===== src/rtl/vga_bounce_box_if.sv =====
`default_nettype none
// ============================================================================
// Module   : vga_bounce_box_if
// Purpose  : Count/sync inputs and RGB/box outputs of the bouncing-box source.
// Revision : 1.0  initial release
// ============================================================================
interface vga_bounce_box_if #(
    parameter int VIDEO_WIDTH = 3
);
    logic                   i_HSync;
    logic                   i_VSync;
    logic [9:0]             i_Col_Count;
    logic [9:0]             i_Row_Count;
    logic                   i_Freeze;
    logic                   o_HSync;
    logic                   o_VSync;
    logic [VIDEO_WIDTH-1:0] o_Red_Video;
    logic [VIDEO_WIDTH-1:0] o_Grn_Video;
    logic [VIDEO_WIDTH-1:0] o_Blu_Video;
    logic [9:0]             o_Box_X;
    logic [9:0]             o_Box_Y;

    modport master (
        output i_HSync, i_VSync, i_Col_Count, i_Row_Count, i_Freeze,
        input  o_HSync, o_VSync, o_Red_Video, o_Grn_Video, o_Blu_Video,
               o_Box_X, o_Box_Y
    );

    modport slave (
        input  i_HSync, i_VSync, i_Col_Count, i_Row_Count, i_Freeze,
        output o_HSync, o_VSync, o_Red_Video, o_Grn_Video, o_Blu_Video,
               o_Box_X, o_Box_Y
    );
endinterface
`default_nettype wire


===== src/rtl/vga_bounce_box.sv =====
`default_nettype none
// ============================================================================
// Module   : vga_bounce_box
// Purpose  : Draws a square box that bounces diagonally once per frame,
//            changing colour on every bounce; video and syncs share one register.
// Revision : 1.0  initial release
// ============================================================================
module vga_bounce_box #(
    parameter int VIDEO_WIDTH = 3,
    parameter int TOTAL_COLS  = 800,
    parameter int TOTAL_ROWS  = 525,
    parameter int ACTIVE_COLS = 640,
    parameter int ACTIVE_ROWS = 480,
    parameter int BOX_SIZE    = 32,
    parameter int STEP        = 2
) (
    input  logic             i_Clk,
    input  logic             i_Rst,
    vga_bounce_box_if.slave  bus
);
    localparam logic [10:0] c_MAX_X       = 11'(ACTIVE_COLS - BOX_SIZE);
    localparam logic [10:0] c_MAX_Y       = 11'(ACTIVE_ROWS - BOX_SIZE);
    localparam logic [10:0] c_STEP        = 11'(STEP);
    localparam logic [10:0] c_BOX         = 11'(BOX_SIZE);
    localparam logic [10:0] c_ACTIVE_COLS = 11'(ACTIVE_COLS);
    localparam logic [10:0] c_ACTIVE_ROWS = 11'(ACTIVE_ROWS);
    // Frame totals are informational only: the counters are trusted as given.
    localparam int          c_unused_totals = TOTAL_COLS + TOTAL_ROWS;

    logic [9:0]  r_x;
    logic [9:0]  r_y;
    logic        r_dx;
    logic        r_dy;
    logic [2:0]  r_color;

    logic        w_tick;
    logic        w_inside;
    logic [11:0] w_x_upd;
    logic [11:0] w_y_upd;
    logic [2:0]  w_color_next;
    logic [10:0] w_col;
    logic [10:0] w_row;
    logic [10:0] w_x_ext;
    logic [10:0] w_y_ext;

    // Returns {bounce, new_dir, new_pos}; 11-bit arithmetic avoids wrap-around.
    function automatic logic [11:0] axis_next(
        input logic [9:0]  pos,
        input logic        dir,
        input logic [10:0] max_pos
    );
        logic [10:0] pos_ext;
        pos_ext = {1'b0, pos};
        if (dir) begin
            if (pos_ext + c_STEP >= max_pos)
                axis_next = {1'b1, 1'b0, max_pos[9:0]};
            else
                axis_next = {1'b0, 1'b1, pos + c_STEP[9:0]};
        end else begin
            if (pos_ext <= c_STEP)
                axis_next = {1'b1, 1'b1, 10'd0};
            else
                axis_next = {1'b0, 1'b0, pos - c_STEP[9:0]};
        end
    endfunction

    assign w_col   = {1'b0, bus.i_Col_Count};
    assign w_row   = {1'b0, bus.i_Row_Count};
    assign w_x_ext = {1'b0, r_x};
    assign w_y_ext = {1'b0, r_y};

    // First blanking line, so the position is stable for the whole visible frame.
    assign w_tick = (bus.i_Col_Count == 10'd0) && (w_row == c_ACTIVE_ROWS);

    assign w_inside = (w_col >= w_x_ext) && (w_col < w_x_ext + c_BOX) &&
                      (w_row >= w_y_ext) && (w_row < w_y_ext + c_BOX) &&
                      (w_col < c_ACTIVE_COLS) && (w_row < c_ACTIVE_ROWS);

    assign w_x_upd      = axis_next(r_x, r_dx, c_MAX_X);
    assign w_y_upd      = axis_next(r_y, r_dy, c_MAX_Y);
    assign w_color_next = (r_color == 3'd7) ? 3'd1 : r_color + 3'd1;

    always_ff @(posedge i_Clk) begin
        if (i_Rst) begin
            r_x             <= 10'd0;
            r_y             <= 10'd0;
            r_dx            <= 1'b1;
            r_dy            <= 1'b1;
            r_color         <= 3'd7;
            bus.o_HSync     <= 1'b0;
            bus.o_VSync     <= 1'b0;
            bus.o_Red_Video <= '0;
            bus.o_Grn_Video <= '0;
            bus.o_Blu_Video <= '0;
            bus.o_Box_X     <= 10'd0;
            bus.o_Box_Y     <= 10'd0;
        end else begin
            bus.o_HSync     <= bus.i_HSync;
            bus.o_VSync     <= bus.i_VSync;
            bus.o_Red_Video <= {VIDEO_WIDTH{w_inside & r_color[2]}};
            bus.o_Grn_Video <= {VIDEO_WIDTH{w_inside & r_color[1]}};
            bus.o_Blu_Video <= {VIDEO_WIDTH{w_inside & r_color[0]}};
            bus.o_Box_X     <= r_x;
            bus.o_Box_Y     <= r_y;
            if (w_tick && !bus.i_Freeze) begin
                r_x  <= w_x_upd[9:0];
                r_dx <= w_x_upd[10];
                r_y  <= w_y_upd[9:0];
                r_dy <= w_y_upd[10];
                // A corner hit bounces both axes but still advances one colour.
                if (w_x_upd[11] || w_y_upd[11])
                    r_color <= w_color_next;
            end
        end
    end
endmodule
`default_nettype wire


===== src/flat_wrapper.sv =====
// flat-port wrapper written by rule: the top's interface ports become plain ports
module vga_bounce_box_flat 
#(
    parameter int VIDEO_WIDTH = 3,
    parameter int TOTAL_COLS  = 800,
    parameter int TOTAL_ROWS  = 525,
    parameter int ACTIVE_COLS = 640,
    parameter int ACTIVE_ROWS = 480,
    parameter int BOX_SIZE    = 32,
    parameter int STEP        = 2
)
  (i_Clk, i_Rst, bus_i_HSync, bus_i_VSync, bus_i_Col_Count, bus_i_Row_Count, bus_i_Freeze, bus_o_HSync, bus_o_VSync, bus_o_Red_Video, bus_o_Grn_Video, bus_o_Blu_Video, bus_o_Box_X, bus_o_Box_Y);
  vga_bounce_box_if #(.VIDEO_WIDTH(VIDEO_WIDTH)) bus_i ();
  input  logic i_Clk;
  input  logic i_Rst;
  input wire logic [$bits(bus_i.i_HSync)-1:0] bus_i_HSync;
  input wire logic [$bits(bus_i.i_VSync)-1:0] bus_i_VSync;
  input wire logic [$bits(bus_i.i_Col_Count)-1:0] bus_i_Col_Count;
  input wire logic [$bits(bus_i.i_Row_Count)-1:0] bus_i_Row_Count;
  input wire logic [$bits(bus_i.i_Freeze)-1:0] bus_i_Freeze;
  output wire logic [$bits(bus_i.o_HSync)-1:0] bus_o_HSync;
  output wire logic [$bits(bus_i.o_VSync)-1:0] bus_o_VSync;
  output wire logic [$bits(bus_i.o_Red_Video)-1:0] bus_o_Red_Video;
  output wire logic [$bits(bus_i.o_Grn_Video)-1:0] bus_o_Grn_Video;
  output wire logic [$bits(bus_i.o_Blu_Video)-1:0] bus_o_Blu_Video;
  output wire logic [$bits(bus_i.o_Box_X)-1:0] bus_o_Box_X;
  output wire logic [$bits(bus_i.o_Box_Y)-1:0] bus_o_Box_Y;
  assign bus_i.i_HSync = bus_i_HSync;
  assign bus_i.i_VSync = bus_i_VSync;
  assign bus_i.i_Col_Count = bus_i_Col_Count;
  assign bus_i.i_Row_Count = bus_i_Row_Count;
  assign bus_i.i_Freeze = bus_i_Freeze;
  assign bus_o_HSync = bus_i.o_HSync;
  assign bus_o_VSync = bus_i.o_VSync;
  assign bus_o_Red_Video = bus_i.o_Red_Video;
  assign bus_o_Grn_Video = bus_i.o_Grn_Video;
  assign bus_o_Blu_Video = bus_i.o_Blu_Video;
  assign bus_o_Box_X = bus_i.o_Box_X;
  assign bus_o_Box_Y = bus_i.o_Box_Y;
  vga_bounce_box #(.VIDEO_WIDTH(VIDEO_WIDTH), .TOTAL_COLS(TOTAL_COLS), .TOTAL_ROWS(TOTAL_ROWS), .ACTIVE_COLS(ACTIVE_COLS), .ACTIVE_ROWS(ACTIVE_ROWS), .BOX_SIZE(BOX_SIZE), .STEP(STEP)) u_core (.i_Clk(i_Clk), .i_Rst(i_Rst), .bus(bus_i));
endmodule

===== config.mk =====
export PLATFORM = sky130hd
export DESIGN_NAME = vga_bounce_box_flat
export DESIGN_NICKNAME = d
export VERILOG_FILES = /design/src/rtl/vga_bounce_box_if.sv /design/src/rtl/vga_bounce_box.sv /design/src/flat_wrapper.sv
export SDC_FILE = /design/constraint.sdc
export NUM_CORES = 1
export LEC_CHECK = 0
export CAP_MARGIN = 10
export CORE_ASPECT_RATIO = 1.4
export CORE_MARGIN = 8
export CORE_UTILIZATION = 40
export CTS_CLUSTER_DIAMETER = 100
export DETAILED_ROUTE_END_ITERATION = 12
export HOLD_SLACK_MARGIN = 0.15
export PLACE_DENSITY = 0.69
export SLEW_MARGIN = 40
export SYNTH_ARGS = -nofsm -noshare
export SYNTH_HDL_FRONTEND = slang
export SYNTH_SLANG_ARGS = --single-unit

===== constraint.sdc =====
create_clock -name i_Clk -period 2.1 [get_ports i_Clk]
set_input_delay 0.42 -clock i_Clk [delete_from_list [all_inputs] [get_ports i_Clk]]
set_output_delay 0.42 -clock i_Clk [all_outputs]
set_load 0.05 [all_outputs]

==> results of run 1 <==
==> metal layers <==
layer  up-vias  global-route usage (%)  wire (um)
met5         -                       0          0
met4         0                    12.2        755
met3        56                    2.17        501
met2       122                    38.1       6580
met1      1741                    18.0       4120
li1       1756                       -          -
==> report_power, final <==
part           switching [W]  internal (W)  total, W  leakage [nW]
sequential        0.00000659      0.000871  0.000878         0.380
combinational       0.000138      0.000134  0.000273          1.76
clock               0.000352      0.000563  0.000915        0.0771
total               0.000497       0.00157   0.00207          2.21
==> cells in the final DEF (no fill, tap or decap), types with 4 or more instances in the layout <==
cell and count:
buf_4 94, clkdlybuf4s50_1 41, nor2_1 35, ha_1 32, dfxtp_1 31, a21oi_1 25
nand2_1 25, inv_1 22, dlymetal6s2s_1 12, xnor2_1 11, nand3_1 11, o21ai_1 10
dfxtp_2 10, nor3_1 9, o21a_1 9, nand4_1 8, o21ai_0 8, buf_6 8
nor2b_1 7, nor4_2 6, ha_4 6, inv_2 5, a21oi_2 5, clkbuf_16 5
dfxtp_4 5, nand3_4 4, xnor2_2 4, nor4_1 4, and3_1 4, or3_1 4
o211ai_1 4, a21o_1 4, a31oi_1 4
==> stage by stage <==
stage	hold slack, ps	worst slack, ps	util, %
2_1_floorplan	433	-6.13	-
3_3_place_gp	457	-297	55.3
3_5_place_dp	457	-358	55.3
4_1_cts	464	-26.3	58.3
5_1_grt	480	-202	64.0
6_report	474	-23.9	64.0
==> area by class of cell <==
type	count	share of cell area [%]
tap	102	2.45
clock inverter	2	0.720
sequential	46	18.3
multi-input combinational	307	47.6
inverter	28	2.09
timing repair buffer	156	26.4
clock buffer	6	2.47
==> critical path: stages (launching register included) <==
cell	delay, ps
dfxtp_4	380
ha_2	210
nand3_4	110
xnor2_1	170
ha_1	230
a211oi_2	240
o21ai_1	130
o221ai_2	110
o22ai_4	150
nor4_1	290
==> final timing paths <==
check	from	endpoint	slack, ps	cells after the start
max	u_core.r_y[5]$_SDFFE_PP0P_	u_core.bus.o_Blu_Video[0]$_SDFF_PP0_	-20	9
min	u_core.r_color[2]$_SDFFE_PP1P_	u_core.bus.o_Red_Video[0]$_SDFF_PP0_	470	2
max reg2reg	u_core.r_y[5]$_SDFFE_PP0P_	u_core.bus.o_Blu_Video[0]$_SDFF_PP0_	-20	9
min reg2reg	u_core.r_color[2]$_SDFFE_PP1P_	u_core.bus.o_Red_Video[0]$_SDFF_PP0_	470	2
==> kinds of logic (layout without fill, tap and decap cells) <==
kind of cell / Yosys count / count (layout) / synth area share (%)
flip-flops: 46 / 46 / 27.6
XOR/XNOR: 15 / 15 / 3.94
multiplexers: 2 / 2 / 0.600
other: 1 / 2 / 0.112
AO/OA/AOI/OAI: 113 / 113 / 24.0
adder cells (fa/ha/maj): 40 / 40 / 15.0
buffers and inverters: 57 / 192 / 7.95
AND/OR/NAND/NOR: 134 / 135 / 20.8
==> flip-flops by register name, summed over array words and instances, names as in the netlist <==
signal,flops
u_core.bus.o_Blu_Video,1
u_core.r_y,9
u_core.r_dx,1
u_core.bus.o_HSync,1
u_core.bus.o_VSync,1
u_core.bus.o_Red_Video,1
u_core.bus.o_Box_Y,9
u_core.r_dy,1
u_core.r_color,3
u_core.r_x,9
u_core.bus.o_Grn_Video,1
u_core.bus.o_Box_X,9
==> timing repair <==
action / 4_1_cts / 5_1_grt
setup buffers: 1 / 17
gates resized for setup: 19 / 82
cloned: 0 / 1
pin swaps: 7 / 37
endpoints found under the setup margin: 15 / 26
==> flow_metrics.env, run 1 <==
export IMPL_run_status="finished with violations"
export IMPL_violations="negative setup slack"
export IMPL_yosys_top_cells_count="dfxtp_1, ha_1, nor2_1"
export IMPL_postSynth_topFlopCell="dfxtp_1"
export IMPL_layout_cells_non_filler=647
export IMPL_multiInputGateArea_mm2=0.00248
export IMPL_irDropWorstVdd_uv=323
export IMPL_worst_skew_pair_late_latency_ps=290
export IMPL_floorplan_die_width_um=93.2
export IMPL_rows=39
export IMPL_fmax_mhz=471
export IMPL_cts_tree="built"
export IMPL_final_non_filler_cell_area_mm2=0.00522
export IMPL_finalCritPeriodShare_pct=101
export IMPL_clock_sinks=46
export IMPL_drc_errors=0
export IMPL_final_hold_violation_count=0
export IMPL_antenna_found_initial=0
export IMPL_async_flop_share_pct=0
export IMPL_critPathMaxFanout=4
export IMPL_final_setup_tns_ps=-23.9
export IMPL_ratio_of_cells_with_drive_above_1_in_the_final_layout_pct=33.6
export IMPL_synth_top_cells_by_area="dfxtp_1, ha_1, a21oi_1, nor2_1, xnor2_1"
export IMPL_routed_via_density=5.68
export IMPL_slew_headroom_pct=65.0
export IMPL_via_count_of_the_first_global_routing_pass=3679
export IMPL_final_seq_area_um2=952
export IMPL_flip_flop_and_latch_count_after_synthesis=46
export IMPL_clock_pin_slew_worst_setup_and_hold_paths_ps=60
export IMPL_tritoncts_buffer_count=5
export IMPL_vias_after_detailed_routing=3675
export IMPL_insertedDiodeCount=0
export IMPL_edff_count_synth=0
export IMPL_yosysUniqueCellTypes=60
export IMPL_clock_tree_htree_level_count=2
export IMPL_grt_max_degree=28
export IMPL_fillerInstances=655
export IMPL_first_pass_grt_wire_length_um=17400
export IMPL_hold_fix_buffer_count_after_cts=0
export IMPL_synth_top_area_cell="dfxtp_1"
export IMPL_crit_path_end_kind="register"
export IMPL_report_final_slew_viol_count=0
export IMPL_global_route_overflow_total=0
export IMPL_routabilityCongestion=0.955
export IMPL_kind_of_path_behind_the_tightest_hold_check="reg2reg"
export IMPL_area_growth_syn_to_layout_pct=56.4
export IMPL_fp_dieArea_mm2=0.0116
export IMPL_critical_path_class="reg2reg"
export IMPL_post_drt_wl_per_cell_um=18.5
export IMPL_synth_top_cell_area_share_pct=27.6
export IMPL_final_setup_viol_count=1
export IMPL_syn_inst=408
export IMPL_die_h_um=124
export IMPL_power_density_mw_per_mm2=396
export IMPL_drt_antenna_violating_nets=0
export IMPL_maxCapViolCount=0
export IMPL_tightest_slew_ps=524
export IMPL_global_route_usage_total_pct=19.1
export IMPL_finClkSkew_ps=7.83
export IMPL_yosysWarnings=0
export IMPL_worst_ep_arrival_time_ps=2310
export IMPL_final_min_clock_period_ps=2120
export IMPL_drt_wl_total_um=12000
export IMPL_top_level_ports=56
export IMPL_hpwlAfterDp_um=8780
export IMPL_post_synth_cell_area_avg_um2=8.17
export IMPL_leakage_component_of_the_power_nw=2.21
export IMPL_placement_cell_area_mm2=0.00451
export IMPL_unrepaired_setup_endpoints_after_global_routing="yes"
export IMPL_synthMostInstantiatedCell="dfxtp_1"
export IMPL_drtPass1Iterations=4
export IMPL_cp_required_ps=2290
export IMPL_number_of_nets_in_the_finished_design=609
export IMPL_cts_root_buffer="clkbuf_16"
export IMPL_initial_utilization_pct=40.9
export IMPL_layout_setup_ws_ps=-23.9
export IMPL_total_power_w=0.00207
export IMPL_fp_coreArea_mm2=0.00815
export IMPL_critPathLaunchType="register"
export IMPL_dr_first_iter_drc_count=123
export IMPL_port_buffers=53
export IMPL_clk_path_buf_depth=2
export IMPL_dp_cells=621
export IMPL_portion_of_the_post_synthesis_area_used_by_sequential_elements_pct=27.6
export IMPL_synth_cell_area_mm2=0.00333
Power figures use the tool's default switching activity.
==> run 2, diff against run 1 <==
--- a/config.mk
+++ b/config.mk
@@ -12,6 +12,7 @@
 export CTS_CLUSTER_DIAMETER = 100
 export DETAILED_ROUTE_END_ITERATION = 12
 export HOLD_SLACK_MARGIN = 0.15
+export MAX_ROUTING_LAYER = met4
 export PLACE_DENSITY = 0.69
 export SLEW_MARGIN = 40
 export SYNTH_ARGS = -nofsm -noshare
==> flow_metrics.env, run 2 (synthesis results as in run 1) <==
export IMPL_run_status="finished clean"
export IMPL_critical_path_class="reg2reg"
export IMPL_postLayoutCoreUtil_pct=61.0
export IMPL_clock_pin_slew_worst_setup_and_hold_paths_ps=70
export IMPL_power_density_mw_per_mm2=392
export IMPL_tightest_slew_ps=525
export IMPL_final_hold_violation_count=0
export IMPL_sequentialPowerShare_pct=44.9
export IMPL_worst_ep_arrival_time_ps=2270
export IMPL_final_setup_tns_ps=0
export IMPL_kind_of_path_behind_the_tightest_hold_check="reg2reg"
export IMPL_hold_path_cell_count=2
export IMPL_area_growth_syn_to_layout_pct=49.1
export IMPL_reg2reg_depth=9
export IMPL_fmax_mhz=479
export IMPL_final_cell_mix="buf_4, clkdlybuf4s50_1, ha_1, dfxtp_1, nor2_1"
export IMPL_top_level_ports=56
export IMPL_report_final_slew_viol_count=0
export IMPL_hold_fix_buffer_count_after_cts=0
export IMPL_drc_errors=0
export IMPL_cp_required_ps=2280
export IMPL_critPathMaxFanout=4
export IMPL_final_seq_area_um2=942
export IMPL_r2r_setup_slack_ps=10
export IMPL_drtPass1Iterations=6
export IMPL_worst_skew_pair_late_latency_ps=290
export IMPL_hpwlAfterDp_um=8660
export IMPL_routed_via_density=5.49
export IMPL_multiInputGateArea_mm2=0.00235
export IMPL_worstReg2RegStart="u_core.r_y[5]$_SDFFE_PP0P_"
export IMPL_rows=39
export IMPL_die_h_um=124
export IMPL_initial_utilization_pct=40.9
export IMPL_unrepaired_setup_endpoints_after_global_routing="yes"
export IMPL_vias_after_detailed_routing=3517
export IMPL_antenna_found_initial=0
export IMPL_fp_dieArea_mm2=0.0116
export IMPL_number_of_nets_in_the_finished_design=603
export IMPL_ratio_of_cells_with_drive_above_1_in_the_final_layout_pct=29.7
export IMPL_layout_commonest_cell="buf_4"
export IMPL_worst_min_delay_path_endpoint="u_core.bus.o_Red_Video[0]$_SDFF_PP0_"
export IMPL_finalCritPeriodShare_pct=99.5
export IMPL_clk_path_buf_depth=2
export IMPL_comb_power_share_pct=14.0
export IMPL_drt_wl_total_um=11200
export IMPL_global_route_overflow_total=0
export IMPL_grt_max_degree=46
export IMPL_dr_first_iter_drc_count=160
export IMPL_via_count_of_the_first_global_routing_pass=3590
export IMPL_p_clk_share_pct=41.1
export IMPL_floorplan_die_width_um=93.2
export IMPL_clock_tree_htree_level_count=2
export IMPL_drt_antenna_violating_nets=0
export IMPL_netSwitchingPower_w=0.000499
export IMPL_post_drt_wl_per_cell_um=17.5
export IMPL_crit_path_end_kind="register"
export IMPL_finClkSkew_ps=6.00
export IMPL_tritoncts_buffer_count=5
export IMPL_fillerInstances=711
export IMPL_first_pass_grt_wire_length_um=17400
export IMPL_final_min_clock_period_ps=2090
export IMPL_hold_start="u_core.r_color[2]$_SDFFE_PP1P_"
export IMPL_global_route_usage_total_pct=19.5
export IMPL_port_buffers=53
export IMPL_clock_sinks=46
export IMPL_maxCapViolCount=0
export IMPL_slew_headroom_pct=64.9
export IMPL_final_setup_viol_count=0
export IMPL_cts_tree="built"
export IMPL_timing_rr_end="u_core.r_color[1]$_SDFFE_PP1P_"
export IMPL_routabilityCongestion=0.965
export IMPL_irDropWorstVdd_uv=373
export IMPL_leakage_component_of_the_power_nw=2.08
export IMPL_swShare_pct=25.6
export IMPL_critPathLaunchType="register"
export IMPL_insertedDiodeCount=0
export IMPL_fp_coreArea_mm2=0.00815
export IMPL_p_int_w=0.00145
export IMPL_cts_root_buffer="clkbuf_16"
## run 2: changes by cell type in the layout (fill, tap and decap cells not counted), moves of 5 or more
cell and change:
dlymetal6s2s_1 -11, dfxtp_1 +6, ha_1 +5, clkdlybuf4s50_1 +11
dfxtp_2 -5, ha_4 -5
## run 2: how the worst max path moves through the flow
stage,start,to,slack [ps],depth (start not counted)
3_5_place_dp,bus_i_Col_Count[2],u_core.r_x[8]$_SDFFE_PP0P_,-350,8
2_1_floorplan,u_core.r_y[6]$_SDFFE_PP0P_,u_core.r_color[1]$_SDFFE_PP1P_,-6,9
5_1_grt,u_core.r_x[1]$_SDFFE_PP0P_,u_core.r_color[1]$_SDFFE_PP1P_,-60,7
6_report,u_core.r_y[5]$_SDFFE_PP0P_,u_core.r_color[1]$_SDFFE_PP1P_,10,9
4_1_cts,u_core.r_x[5]$_SDFFE_PP0P_,u_core.r_x[4]$_SDFFE_PP0P_,0.6,9
3_3_place_gp,bus_i_Col_Count[3],u_core.r_x[8]$_SDFFE_PP0P_,-290,8
## run 2: power by group through the flow
stage          registers [W]  logic, W  clock network [W]
4_1_cts             0.000882  0.000253           0.000821
6_report            0.000876  0.000272           0.000801
3_3_place_gp        0.000902  0.000242                  0
3_5_place_dp        0.000902  0.000250                  0
2_1_floorplan       0.000912  0.000109                  0
5_1_grt             0.000876  0.000295           0.000855
## run 2: metrics by stage
step                      worst slack (ps)  total power (W)  hold slack [ps]  std cells  instance area (um^2)
after floorplan                      -6.13          0.00102              433        409                  3350
after detailed placement              -351          0.00115              452        623                  4520
final                                 10.5          0.00195              466        641                  4970
after global placement                -292          0.00114              453        623                  4520
after CTS                            0.560          0.00196              465        634                  4750
after global routing                 -60.2          0.00203              477        641                  4970
## run 2: area by class of cell
cell class / count / share of cell area (%)
tap: 102 / 2.57
multi-input combinational: 306 / 47.3
timing repair buffer: 151 / 26.1
clock buffer: 5 / 2.52
sequential: 46 / 19.0
clock inverter: 3 / 0.428
inverter: 28 / 2.11
## run 2: per-layer routing
layer | global-route usage [%] | vias to the layer above | routed length, um
met5 | - | - | 0
met4 | 7.79 | 0 | 367
met3 | 2.77 | 23 | 343
met2 | 38.2 | 71 | 6320
met1 | 18.7 | 1686 | 4170
li1 | - | 1737 | -
## run 2: critical path: stages (launching register included)
cell,delay [ps]
dfxtp_4,370
inv_2,80
ha_4,150
or4bb_4,540
o31ai_4,90
a21oi_4,100
a21oi_4,140
buf_4,130
o21ai_2,70
a211o_1,300
## run 2: what timing repair did
action / in CTS / in global routing
gates cloned: 0 / 1
endpoints found under the setup margin: 20 / 20
pin swaps: 5 / 13
gates resized for setup: 18 / 43
setup buffers: 3 / 6
==> run 3, diff against run 2 <==
--- a/config.mk
+++ b/config.mk
@@ -9,11 +9,12 @@
 export CORE_ASPECT_RATIO = 1.4
 export CORE_MARGIN = 8
 export CORE_UTILIZATION = 40
-export CTS_CLUSTER_DIAMETER = 100
 export DETAILED_ROUTE_END_ITERATION = 12
+export DONT_BUFFER_PORTS = 1
 export HOLD_SLACK_MARGIN = 0.15
 export MAX_ROUTING_LAYER = met4
-export PLACE_DENSITY = 0.69
+export PLACE_DENSITY = 0.6
+export RECOVER_POWER = 25
 export SLEW_MARGIN = 40
 export SYNTH_ARGS = -nofsm -noshare
 export SYNTH_HDL_FRONTEND = slang
==> flow_metrics.env, run 3 (synthesis results as in run 1) <==
export IMPL_run_status="finished clean"
export IMPL_routed_via_density=5.68
export IMPL_layout_commonest_cell="buf_4"
export IMPL_final_min_clock_period_ps=2060
export IMPL_drc_errors=0
export IMPL_unrepaired_setup_endpoints_after_global_routing="yes"
export IMPL_routabilityCongestion=1.01
export IMPL_finClkSkew_ps=7.92
export IMPL_vias_after_detailed_routing=3157
export IMPL_critical_path_startpoint="u_core.r_x[2]$_SDFFE_PP0P_"
export IMPL_fmax_mhz=486
export IMPL_maxCapViolCount=0
export IMPL_insertedDiodeCount=0
export IMPL_grt_max_degree=47
export IMPL_clock_sinks=46
export IMPL_initial_utilization_pct=40.9
export IMPL_hpwlAfterDp_um=7890
export IMPL_report_final_slew_viol_count=0
export IMPL_global_route_usage_total_pct=18.5
export IMPL_power_density_mw_per_mm2=462
export IMPL_setup_worst_path_end="u_core.r_color[1]$_SDFFE_PP1P_"
export IMPL_r2r_setup_slack_ps=40
export IMPL_irDropWorstVdd_uv=378
export IMPL_cts_root_buffer="clkbuf_16"
export IMPL_postLayoutCoreUtil_pct=51.1
export IMPL_final_cell_mix="buf_4, dfxtp_1, nor2_1, ha_1, a21oi_1"
export IMPL_hold_fix_buffer_count_after_cts=0
export IMPL_placement_cell_area_mm2=0.00380
export IMPL_tightest_slew_ps=499
export IMPL_final_hold_violation_count=0
export IMPL_final_setup_viol_count=0
export IMPL_post_drt_wl_per_cell_um=18.1
export IMPL_critPathLaunchType="register"
export IMPL_worstReg2RegStart="u_core.r_x[2]$_SDFFE_PP0P_"
export IMPL_top_level_ports=56
export IMPL_worst_skew_pair_late_latency_ps=290
export IMPL_ratio_of_cells_with_drive_above_1_in_the_final_layout_pct=26.2
export IMPL_drt_antenna_violating_nets=0
export IMPL_timing_rr_end="u_core.r_color[1]$_SDFFE_PP1P_"
export IMPL_via_count_of_the_first_global_routing_pass=3225
export IMPL_tritoncts_buffer_count=5
export IMPL_kind_of_path_behind_the_tightest_hold_check="in2reg"
export IMPL_floorplan_die_width_um=93.2
export IMPL_global_route_overflow_total=0
export IMPL_final_non_filler_cell_area_mm2=0.00416
export IMPL_cp_required_ps=2280
export IMPL_maxUsedRoutingLayer="met4"
export IMPL_clk_path_buf_depth=2
export IMPL_leakage_component_of_the_power_nw=1.72
export IMPL_number_of_nets_in_the_finished_design=518
export IMPL_dr_wl_met2_um=5480
export IMPL_antenna_found_initial=0
export IMPL_met3_wirelength_um=307
export IMPL_clock_tree_htree_level_count=2
export IMPL_critPathMaxFanout=6
export IMPL_cts_tree="built"
export IMPL_dr_first_iter_drc_count=105
export IMPL_hold_start="i_Rst"
export IMPL_clock_pin_slew_worst_setup_and_hold_paths_ps=70
export IMPL_fp_dieArea_mm2=0.0116
export IMPL_final_hold_worst_slack_ps=201
export IMPL_finalCritPeriodShare_pct=97.9
export IMPL_crit_path_end_kind="register"
export IMPL_drt_wl_total_um=10100
export IMPL_worst_ep_arrival_time_ps=2240
export IMPL_critical_path_class="reg2reg"
export IMPL_fp_coreArea_mm2=0.00815
export IMPL_drtPass1Iterations=4
export IMPL_slew_headroom_pct=66.7
export IMPL_port_buffers=0
export IMPL_die_h_um=124
export IMPL_area_growth_syn_to_layout_pct=24.9
export IMPL_routedLengthMet1_um=3900
export IMPL_reg2reg_depth=8
export IMPL_first_pass_grt_wire_length_um=16400
export IMPL_rows=39
[run 3: cell types whose count changed in the layout (fill, tap and decap cells not counted), moves of 3 or more]
cell | previous run | this run
clkdlybuf4s50_1 | 52 | 0
buf_4 | 91 | 63
nor4_1 | 2 | 8
nor4_2 | 8 | 2
buf_6 | 5 | 1
inv_1 | 25 | 22
[run 3: layout make-up]
| cell class | count | area (um^2) |
|---|---|---|
| Inverter | 28 | 109 |
| Sequential cell | 46 | 943 |
| Tap cell | 102 | 128 |
| Fill cell | 778 | 3990 |
| Timing Repair Buffer | 66 | 519 |
| Multi-Input combinational cell | 306 | 2300 |
| Clock buffer | 6 | 129 |
| Clock inverter | 2 | 37.5 |
[run 3: worst min path at each step]
stage,endpoint,cells after the start,slack (ps)
floorplan,u_core.bus.o_Red_Video[0]$_SDFF_PP0_,2,430
global route,u_core.bus.o_Box_X[8]$_SDFF_PP0_,1,180
detailed placement,u_core.bus.o_Red_Video[0]$_SDFF_PP0_,2,470
CTS,u_core.bus.o_Box_X[4]$_SDFF_PP0_,1,190
finish,u_core.r_y[1]$_SDFFE_PP0P_,1,200
global placement,u_core.bus.o_Red_Video[0]$_SDFF_PP0_,2,460
[run 3: metrics by stage]
| stage | total power (W) | cells | TNS [ps] | setup slack, ps |
|---|---|---|---|---|
| CTS | 0.00194 | 553 | 0 | 1.63 |
| finish | 0.00192 | 556 | 0 | 44.3 |
| global placement | 0.00103 | 545 | 0 | 14.0 |
| floorplan | 0.00102 | 409 | -6.13 | -6.13 |
| global route | 0.00200 | 556 | -159 | -44.0 |
| detailed placement | 0.00103 | 545 | -204 | -74.6 |
[run 3: per-layer routing]
layer | vias up | global-route usage [%]
met3 | 27 | 2.83
met1 | 1502 | 18.7
met4 | 0 | 9.30
li1 | 1568 | -
met5 | - | -
met2 | 60 | 33.9
[run 3: report_power, final]
group | leakage (nW) | total, W | switching [W] | internal [W]
clock | 0.0771 | 0.000904 | 0.000342 | 0.000562
combinational | 1.26 | 0.000132 | 0.0000723 | 0.0000593
sequential | 0.378 | 0.000889 | 0.0000165 | 0.000873
[run 3: what timing repair did]
item,4_1_cts,5_1_grt
pin swaps,0,12
cloned,0,0
setup endpoints to repair,4,15
resized for setup,6,43
buffers inserted,0,3
[run 3: worst max-delay path, cell delays in order, from the launching register on]
cell	delay [ps]
dfxtp_1	320
buf_4	160
and4_1	200
buf_4	150
a21oi_1	210
o21ai_2	120
o221a_2	300
o2111a_1	250
a211o_1	260
